## config.mk

```make
export PLATFORM = sky130hd
export DESIGN_NAME = alu_operand_stage
export DESIGN_NICKNAME = d
export VERILOG_FILES = /design/src/rtl/alu_operand_stage.sv
export SDC_FILE = /design/constraint.sdc
export NUM_CORES = 1
export LEC_CHECK = 0
export ABC_CLOCK_PERIOD_IN_PS = 5000
export CAP_MARGIN = 20
export CORE_ASPECT_RATIO = 0.75
export CORE_MARGIN = 2
export CORE_UTILIZATION = 30
export DETAILED_ROUTE_END_ITERATION = 8
export GPL_TIMING_DRIVEN = 0
export HOLD_SLACK_MARGIN = 0.1
export PLACE_DENSITY = 0.67
export SLEW_MARGIN = 20
export SYNTH_ARGS = -nofsm -noshare
export SYNTH_HDL_FRONTEND = slang
export SYNTH_SLANG_ARGS = --single-unit
```

## constraint.sdc

```tcl
create_clock -name clk -period 5 [get_ports clk]
set_input_delay 0.75 -clock clk [delete_from_list [all_inputs] [get_ports clk]]
set_output_delay 0.75 -clock clk [all_outputs]
set_load 0.01 [all_outputs]
```

## src/rtl/alu_operand_stage.sv

```systemverilog
// Operand and flag stage around the 8-bit adder: A/B operand registers
// loaded from the shared bus, add/subtract through one adder, a result
// bus driver and carry/zero flags for the sequencer's conditional jumps.
module alu_operand_stage #(
    parameter int WIDTH = 8
) (
    input  logic             clk,
    input  logic             clr,
    input  logic [WIDTH-1:0] bus_in,
    input  logic             ai,
    input  logic             bi,
    input  logic             su,
    input  logic             ac,
    input  logic             eo,
    input  logic             ao,
    input  logic             fi,
    output logic [WIDTH-1:0] bus_out,
    output logic             bus_oe,
    output logic             bus_conflict,
    output logic [WIDTH-1:0] a_val,
    output logic [WIDTH-1:0] b_val,
    output logic             carry_flag,
    output logic             zero_flag
);

    logic [WIDTH-1:0] a_q, a_d;
    logic [WIDTH-1:0] b_q, b_d;
    logic             cf_q, cf_d;
    logic             zf_q, zf_d;

    logic [WIDTH-1:0] operand2;
    logic             carry_in;
    logic [WIDTH:0]   add_full;
    logic [WIDTH-1:0] sum;
    logic             cout;

    // Adder: subtract is A + ~B + 1, so cout=1 means no borrow (A >= B).
    always_comb begin
        operand2 = su ? ~b_q : b_q;
        carry_in = su ? 1'b1 : (ac & cf_q);
        add_full = {1'b0, a_q} + {1'b0, operand2} + {{WIDTH{1'b0}}, carry_in};
        sum      = add_full[WIDTH-1:0];
        cout     = add_full[WIDTH];
    end

    // Bus driver: result has priority over A when both are requested.
    always_comb begin
        bus_oe       = eo | ao;
        bus_conflict = eo & ao;
        if (eo) begin
            bus_out = sum;
        end else if (ao) begin
            bus_out = a_q;
        end else begin
            bus_out = '0;
        end
    end

    // Next-state: flags sample the pre-edge adder, so a same-cycle load
    // of A/B only affects the result from the following cycle.
    always_comb begin
        a_d  = a_q;
        b_d  = b_q;
        cf_d = cf_q;
        zf_d = zf_q;
        if (ai) begin
            a_d = bus_in;
        end
        if (bi) begin
            b_d = bus_in;
        end
        if (fi) begin
            cf_d = cout;
            zf_d = (sum == '0);
        end
    end

    // State registers with synchronous clear overriding every strobe.
    always_ff @(posedge clk) begin
        if (clr) begin
            a_q  <= '0;
            b_q  <= '0;
            cf_q <= 1'b0;
            zf_q <= 1'b0;
        end else begin
            a_q  <= a_d;
            b_q  <= b_d;
            cf_q <= cf_d;
            zf_q <= zf_d;
        end
    end

    assign a_val      = a_q;
    assign b_val      = b_q;
    assign carry_flag = cf_q;
    assign zero_flag  = zf_q;

endmodule

```

=== Word-level counts from Yosys, hierarchy flattened ===
Cells that the tools add are included.

* Divide/modulo/power cells: 0
* Multiply operators: 0
* Bitwise operators: 4
* Add/sub/neg operators: 2
* Reduce and logical (&&, ||, !) cells: 1
* Eq/ne operators: 0
* Mux-type cells: 4
* Magnitude comparators: 0
* Shifts and indexed selects: 0

{| class="wikitable"
|+ Operators by type and width
! kind !! number
|-
| $mux 8 || 3
|-
| $add 8x8->9 || 1
|-
| $add 9x1->9 || 1
|-
| $logic_not 8->1 || 1
|-
| $not 8->8 || 1
|-
| $and 1x1->1 || 2
|-
| $mux 1 || 1
|-
| $or 1x1->1 || 1
|}

* Latch bits: 0
* Output and inout bits: 28
* Register bits: 18
* Memories: 0
* Memory bits (writable): 0
* Bits of input ports: 17
* Bits in read-only memories: 0

=== Longest topological paths before layout ===
Gate-level depths: netlist (run 1).

* Depth after elaboration: 5
* Mapped depth: 10
* Depth with buffers taken out: 9

=== Worst setup path before layout (run 1) ===
OpenSTA, ideal clock, no wires.

* Kind: input-to-output
* Start: input port su
* End: output port bus_out[6]
* Arrival time: 2.771 ns
* Path buffers: 1
* Required time: 4.250 ns
* Path slack: 1.479 ns
* Stages on the path: 9
* Cell sequence: clkbuf_1 -> xnor2_1 -> fa_1 -> fa_1 -> nor2b_4 -> o31ai_2 -> a21oi_2 -> xnor2_1 -> mux2i_1

* Cells in the longest elaborated chain, start to end: 4
* Elaborated cells on any way between the ends: 5

{| class="wikitable"
|+ Ends and longest elaborated chain
! element !! line !! RTL
|-
| start: declaration || 12 || <nowiki>input logic su,</nowiki>
|-
| $mux 8 || 39 || <nowiki>operand2 = su ? ~b_q : b_q;</nowiki>
|-
| $add 8x8->9 || 41 || <nowiki>add_full = {1'b0, a_q} + {1'b0, operand2} + {{WIDTH{1'b0}}, carry_in};</nowiki>
|-
| $add 9x1->9 (*) || 41 ||
|-
| $mux 8 (*) || 50 || <nowiki>if (eo) begin</nowiki>
|-
| end: declaration || 17 || <nowiki>output logic [WIDTH-1:0] bus_out,</nowiki>
|}

Every way passes the cells marked *; elsewhere a longest branch is shown, timed or not.

=== Worst setup path in the final report (run 1) ===
* Start: input port su
* End: output port bus_out[4]

Same word-level chain as after synthesis.

==> impl_metrics.yaml, run 1 <==
synthesis:
  synth_edf_count: 0
  syn-cell-area_um2: 1191
  syn_area_per_cell_um2: 8.569
  synth-seq-cells: 18
  synth_nets: 165
  yosys_warnings: 0
  yosysTopAreaCell: "dfxtp_1"
  yosys.area.top_type_share_pct: 30.25
  synth.area.top_cells: "dfxtp_1 (30%), mux2i_1 (16%), nor2_1 (7.9%), ha_1 (7.4%), xor2_1 (5.1%)"
  synth_ff_type: "dfxtp_1"
  synth_seq_area_share_pct: 30.25
  syn-instance-count: 139
  async_flop_share_pct: 0
  ys_types: 29
global_routing:
  antenna_found_initial: 0
  grt_max_degree: 11
  grt_overflow: 0
  grt_pass1_vias: 1012
  track_usage_pct: 13.99
  grt_pass1_wl_um: 4885
finish:
  multi_input_area_um2: 785.8
  n_antenna_cell: 0
  n_fill_cell: 408
  nets: 208
  drive_above_1_share_pct: 4.444
  regArea_um2: 360.3
  synthToLayoutAreaGrowth_pct: 40.86
  fin_area_um2: 1678
clock_network:
  clockBufferDepth: 2
  ctsHoldBuffers: 0
  ctsResizeCount: 0
  insertion_delay_ns: 0.25
  cts_buffers: 3
  clock_tree.root_cell: "clkbuf_8"
  clk_pin_slew_ns: 0.07
  postCtsSetupBuffers: 0
  cts_tree: "built"
  cts.sinks: 18
  htree_levels: 1
hold_path:
  hold_path_class: "register to register"
  hold_path.startpoint: "zero_flag$_SDFFE_PP0P_"
  hold-path-cell-count: 2
  min_to: "zero_flag$_SDFFE_PP0P_"
power_and_ir_drop:
  p_per_area_nw_per_um2: 253.3
  leakagePower_nw: 0.6959
  irDropWorstVdd_mv: 0.1001
placement:
  dpl-instance-area_um2: 1637
  dp_slack_ns: 0.7725
  place_congestion: 0.8363
  dp_hpwl_um: 2421
  portBuffers: 38
timing:
  setup_violations: 0
  fin_skew_ns: 0.0004136
  hold_violations: 0
  fmax_mhz: 239.6
  drv_slew: 0
  worst_pin_slew_ns: 0.6439
  finalWorstSetupSlack_ns: 0.8264
  slew_headroom_pct: 57.07
  tns_ns: 0
  min_period_ns: 4.174
  fin_crit_sh_pct: 83.47
  rsz0062_at_grt: "no"
setup_path:
  required_ns: 4.25
  reg2reg_to: "zero_flag$_SDFFE_PP0P_"
  startpoint_type: "input port"
  critPathKind: "input port to output pin"
  r2r_start: "b_val[0]$_SDFFE_PP0P_"
  startpoint: "su"
  ff2ff_setup_slack_ns: 2.33
  critical_path.max_fanout: 9
  cp-end-kind: "output pin"
  slowest_stage: "clkdlybuf4s50_1"
  r2r_cells: 8
  worst_path_largest_cell_delay_ns: 0.56
  crit_chain: "clkbuf_1, xnor2_1, fa_1, fa_1, nor2b_4, o21ai_0, a21boi_0, nand2_1, o21ai_0, clkdlybuf4s50_1"
  crit_arrival_ns: 3.42
route:
  num_vias: 1097
  drt-wirelength-per-cell_um: 13.00
  vias_per_cell: 4.728
  wirelength_um: 3016
  drcViolationCount: 0
  ant_nets: 0
  firstDrtPassIters: 4
  drt_iter0_markers: 61
die:
  pin_count: 45
  initial_core_util_pct: 31.91
  row_count: 19
  die_x_um: 76.76
  coreArea_um2: 3732
  fp.dieH_um: 58.57
  dieArea_um2: 4496
job:
  cap_violations: 0
status:
  status: "complete, no violations"
## stage by stage
stage               instances  power, mW  hold slack (ns)  util, %
floorplan                 139     0.2591           0.4911        -
global placement          229     0.3251           0.4518    43.85
detailed placement        229     0.3263           0.4527    43.85
CTS                       232     0.4297           0.4695    44.95
global route              232     0.4517           0.4913    44.95
finish                    232     0.4250           0.4627    44.95
## metal layers
layer | routed length (µm) | GRT usage, % | vias to the layer above
met5 | 0 | 0 | -
met3 | 280 | 4.908 | 4
met1 | 1437 | 18.47 | 492
li1 | - | - | 554
met4 | 23 | 3.377 | 0
met2 | 1275 | 22.18 | 47
## cell usage in the layout (no fill, tap or decap), types with 2 or more instances in the layout
cell             instances
a21oi_1                  2
xor2_1                   7
clkbuf_1                 8
nor3_1                   2
clkdlybuf4s50_1         38
fa_1                     2
mux2i_1                 19
o21ai_0                  7
clkbuf_8                 3
o31ai_2                  2
o21a_1                   4
nor2_1                  25
ha_1                     7
inv_1                    4
xnor2_1                  5
dfxtp_1                 18
nand2_1                 13
## synth_stat cells (all sizes together), types with 2 or more instances
cell     n
a21oi    3
inv      4
fa       2
nand2   13
nor2    25
o31ai    2
mux2i   19
clkbuf   8
o21ai    7
xor2     7
dfxtp   18
xnor2    5
nor3     2
nor2b    2
o21a     4
ha       7
## state kept, by name, indices dropped and copies added (netlist names)
| signal | cells |
|---|---|
| zero_flag | 1 |
| a_val | 8 |
| carry_flag | 1 |
| b_val | 8 |
## critical path, delay by kind of cell
| family | cells | cell delay, ns |
|---|---|---|
| fa+ha+maj | 2 | 0.90 |
| xor+xnor | 1 | 0.17 |
| compound gates | 3 | 0.39 |
| simple gates | 2 | 0.22 |
| buf+inv | 2 | 0.99 |
## report_power, final
group | internal, mW | switching (mW) | leakage (nW)
clock | 0.0536 | 0.0495 | 0.0216
combinational | 0.0863 | 0.0749 | 0.526
sequential | 0.152 | 0.00904 | 0.148
total | 0.292 | 0.133 | 0.696
## how the worst max path moves through the flow
stage | endpoint | slack, ns | cells past startpoint
2_1_floorplan | bus_out[6] | 1.48 | 9
3_3_place_gp | bus_out[4] | 0.80 | 10
3_5_place_dp | bus_out[4] | 0.77 | 10
4_1_cts | bus_out[4] | 0.77 | 10
5_1_grt | bus_out[4] | 0.57 | 10
6_report | bus_out[4] | 0.83 | 10
## cell families (layout without fill, tap and decap cells)
| logic type | after synthesis | in the layout | share of synthesized area [%] |
|---|---|---|---|
| fa+ha+maj | 9 | 9 | 10.71 |
| simple gates | 48 | 48 | 18.07 |
| xor+xnor | 12 | 12 | 8.823 |
| compound gates | 21 | 21 | 12.40 |
| flops | 18 | 18 | 30.25 |
| mux | 19 | 19 | 15.97 |
| buf+inv | 12 | 53 | 3.781 |
## layout make-up
cell class              count  share of cell area (%)
multi-input cells         109                   46.83
repair buffers             38                   22.67
flip-flops and latches     18                   21.48
well taps                  52                   3.878
clock buffers               3                   2.461
plain buffers               8                   1.790
inverters                   4                  0.8949
Note: power is estimated with default switching activity, not from simulation.
==> run 2, diff against run 1 <==
- ABC_CLOCK_PERIOD_IN_PS: 5000 -> 4050
- clock period: 5 -> 4.05 ns (I/O delays scaled with it)
==> impl_metrics.yaml, run 2 (same netlist as run 1, synthesis figures left out) <==
finish:
  drive_above_1_share_pct: 5.000
  final_cell_count_no_fill: 232
  synthToLayoutAreaGrowth_pct: 40.97
  n_antenna_cell: 0
  final_cell_mix: "clkdlybuf4s50_1 (38), nor2_1 (25), mux2i_1 (19)"
  fin_util_pct: 44.99
  final_common_cell: "clkdlybuf4s50_1"
  regArea_um2: 360.3
  multi_input_area_um2: 785.8
  fin_area_um2: 1679
  n_fill_cell: 410
  nets: 208
clock_network:
  clk_pin_slew_ns: 0.07
  htree_levels: 1
  cts_buffers: 3
  postCtsSetupBuffers: 0
  cts.sinks: 18
  clockBufferDepth: 2
  cts_tree: "built"
  insertion_delay_ns: 0.25
  clock_tree.root_cell: "clkbuf_8"
  ctsResizeCount: 0
  ctsHoldBuffers: 0
die:
  dieArea_um2: 4496
  die_x_um: 76.76
  fp.dieH_um: 58.57
  pin_count: 45
  coreArea_um2: 3732
  initial_core_util_pct: 31.91
  row_count: 19
power_and_ir_drop:
  leakagePower_nw: 0.6989
  p_per_area_nw_per_um2: 312.6
  irDropWorstVdd_mv: 0.1236
route:
  wirelength_um: 3014
  drt-wirelength-per-cell_um: 12.99
  vias_per_cell: 4.728
  ant_nets: 0
  firstDrtPassIters: 4
  num_vias: 1097
  drcViolationCount: 0
  drt_iter0_markers: 61
timing:
  min_period_ns: 3.788
  slew_headroom_pct: 57.07
  setup_violations: 0
  fin_crit_sh_pct: 93.53
  fin_skew_ns: 0.0003815
  tns_ns: 0
  drv_slew: 0
  fmax_mhz: 264.0
  rsz0062_at_grt: "no"
  worst_pin_slew_ns: 0.6439
  hold_violations: 0
  whs_ns: 0.4627
hold_path:
  hold_path_class: "register to register"
setup_path:
  startpoint_type: "input port"
  critPathKind: "input port to output pin"
  critical_path.max_fanout: 2
  crit_arrival_ns: 3.18
  cp-end-kind: "output pin"
  required_ns: 3.44
placement:
  place_congestion: 0.8363
  dp.cells: 229
  dpl-instance-area_um2: 1637
  portBuffers: 38
  dp_hpwl_um: 2421
global_routing:
  grt_pass1_vias: 1012
  grt_max_degree: 11
  antenna_found_initial: 0
  grt_overflow: 0
  track_usage_pct: 13.99
  grt_pass1_wl_um: 4885
job:
  cap_violations: 0
status:
  status: "complete, no violations"
==> run 2: cell counts in the layout (fill, tap and decap cells not counted) <==
No cell type changed its count.
==> run 2: final timing paths <==
kind,start,to,slack [ns],depth (start not counted)
max,ac,bus_out[4],0.26,10
min,zero_flag$_SDFFE_PP0P_,zero_flag$_SDFFE_PP0P_,0.46,2
max reg2reg,b_val[0]$_SDFFE_PP0P_,zero_flag$_SDFFE_PP0P_,1.39,8
min reg2reg,zero_flag$_SDFFE_PP0P_,zero_flag$_SDFFE_PP0P_,0.46,2
==> run 2: cell type report <==
| cell class | count | area share (%) |
|---|---|---|
| inverter | 4 | 0.8942 |
| tap | 52 | 3.875 |
| clock buffer | 3 | 2.459 |
| timing repair buffer | 38 | 22.65 |
| buffer | 8 | 1.863 |
| multi-input combinational | 109 | 46.80 |
| sequential | 18 | 21.46 |
==> run 2: routing by layer <==
metal  vias up  share of wire (%)  global-route usage (%)
met4         0               0.76                   3.377
met3         4                9.3                   4.908
met2        47                 42                   22.18
met5         -                  0                       0
li1        554                  -                       -
met1       492                 48                   18.47
==> run 2: report_power, final <==
part | internal [mW] | total [mW] | switching (mW) | leakage [nW]
logic | 0.107 | 0.199 | 0.0924 | 0.529
clock network | 0.0662 | 0.127 | 0.0612 | 0.0216
registers | 0.187 | 0.198 | 0.0112 | 0.148
total | 0.360 | 0.525 | 0.165 | 0.699
==> run 2: worst max-delay path, stage by stage <==
cell	delay (ns)
clkdlybuf4s50_1	0.46
a21oi_1	0.08
fa_1	0.41
fa_1	0.45
nor2b_4	0.15
o21ai_0	0.08
a21boi_0	0.23
nand2_1	0.07
o21ai_0	0.08
clkdlybuf4s50_1	0.56
==> run 2: metrics by stage <==
| step | worst slack (ns) | total power [mW] |
|---|---|---|
| 6_report | 0.2621 | 0.5249 |
| 5_1_grt | 0.05566 | 0.5578 |
| 4_1_cts | 0.1036 | 0.5305 |
| 3_5_place_dp | 0.1075 | 0.4029 |
| 3_3_place_gp | 0.1399 | 0.4014 |
| 2_1_floorplan | 0.8141 | 0.3199 |
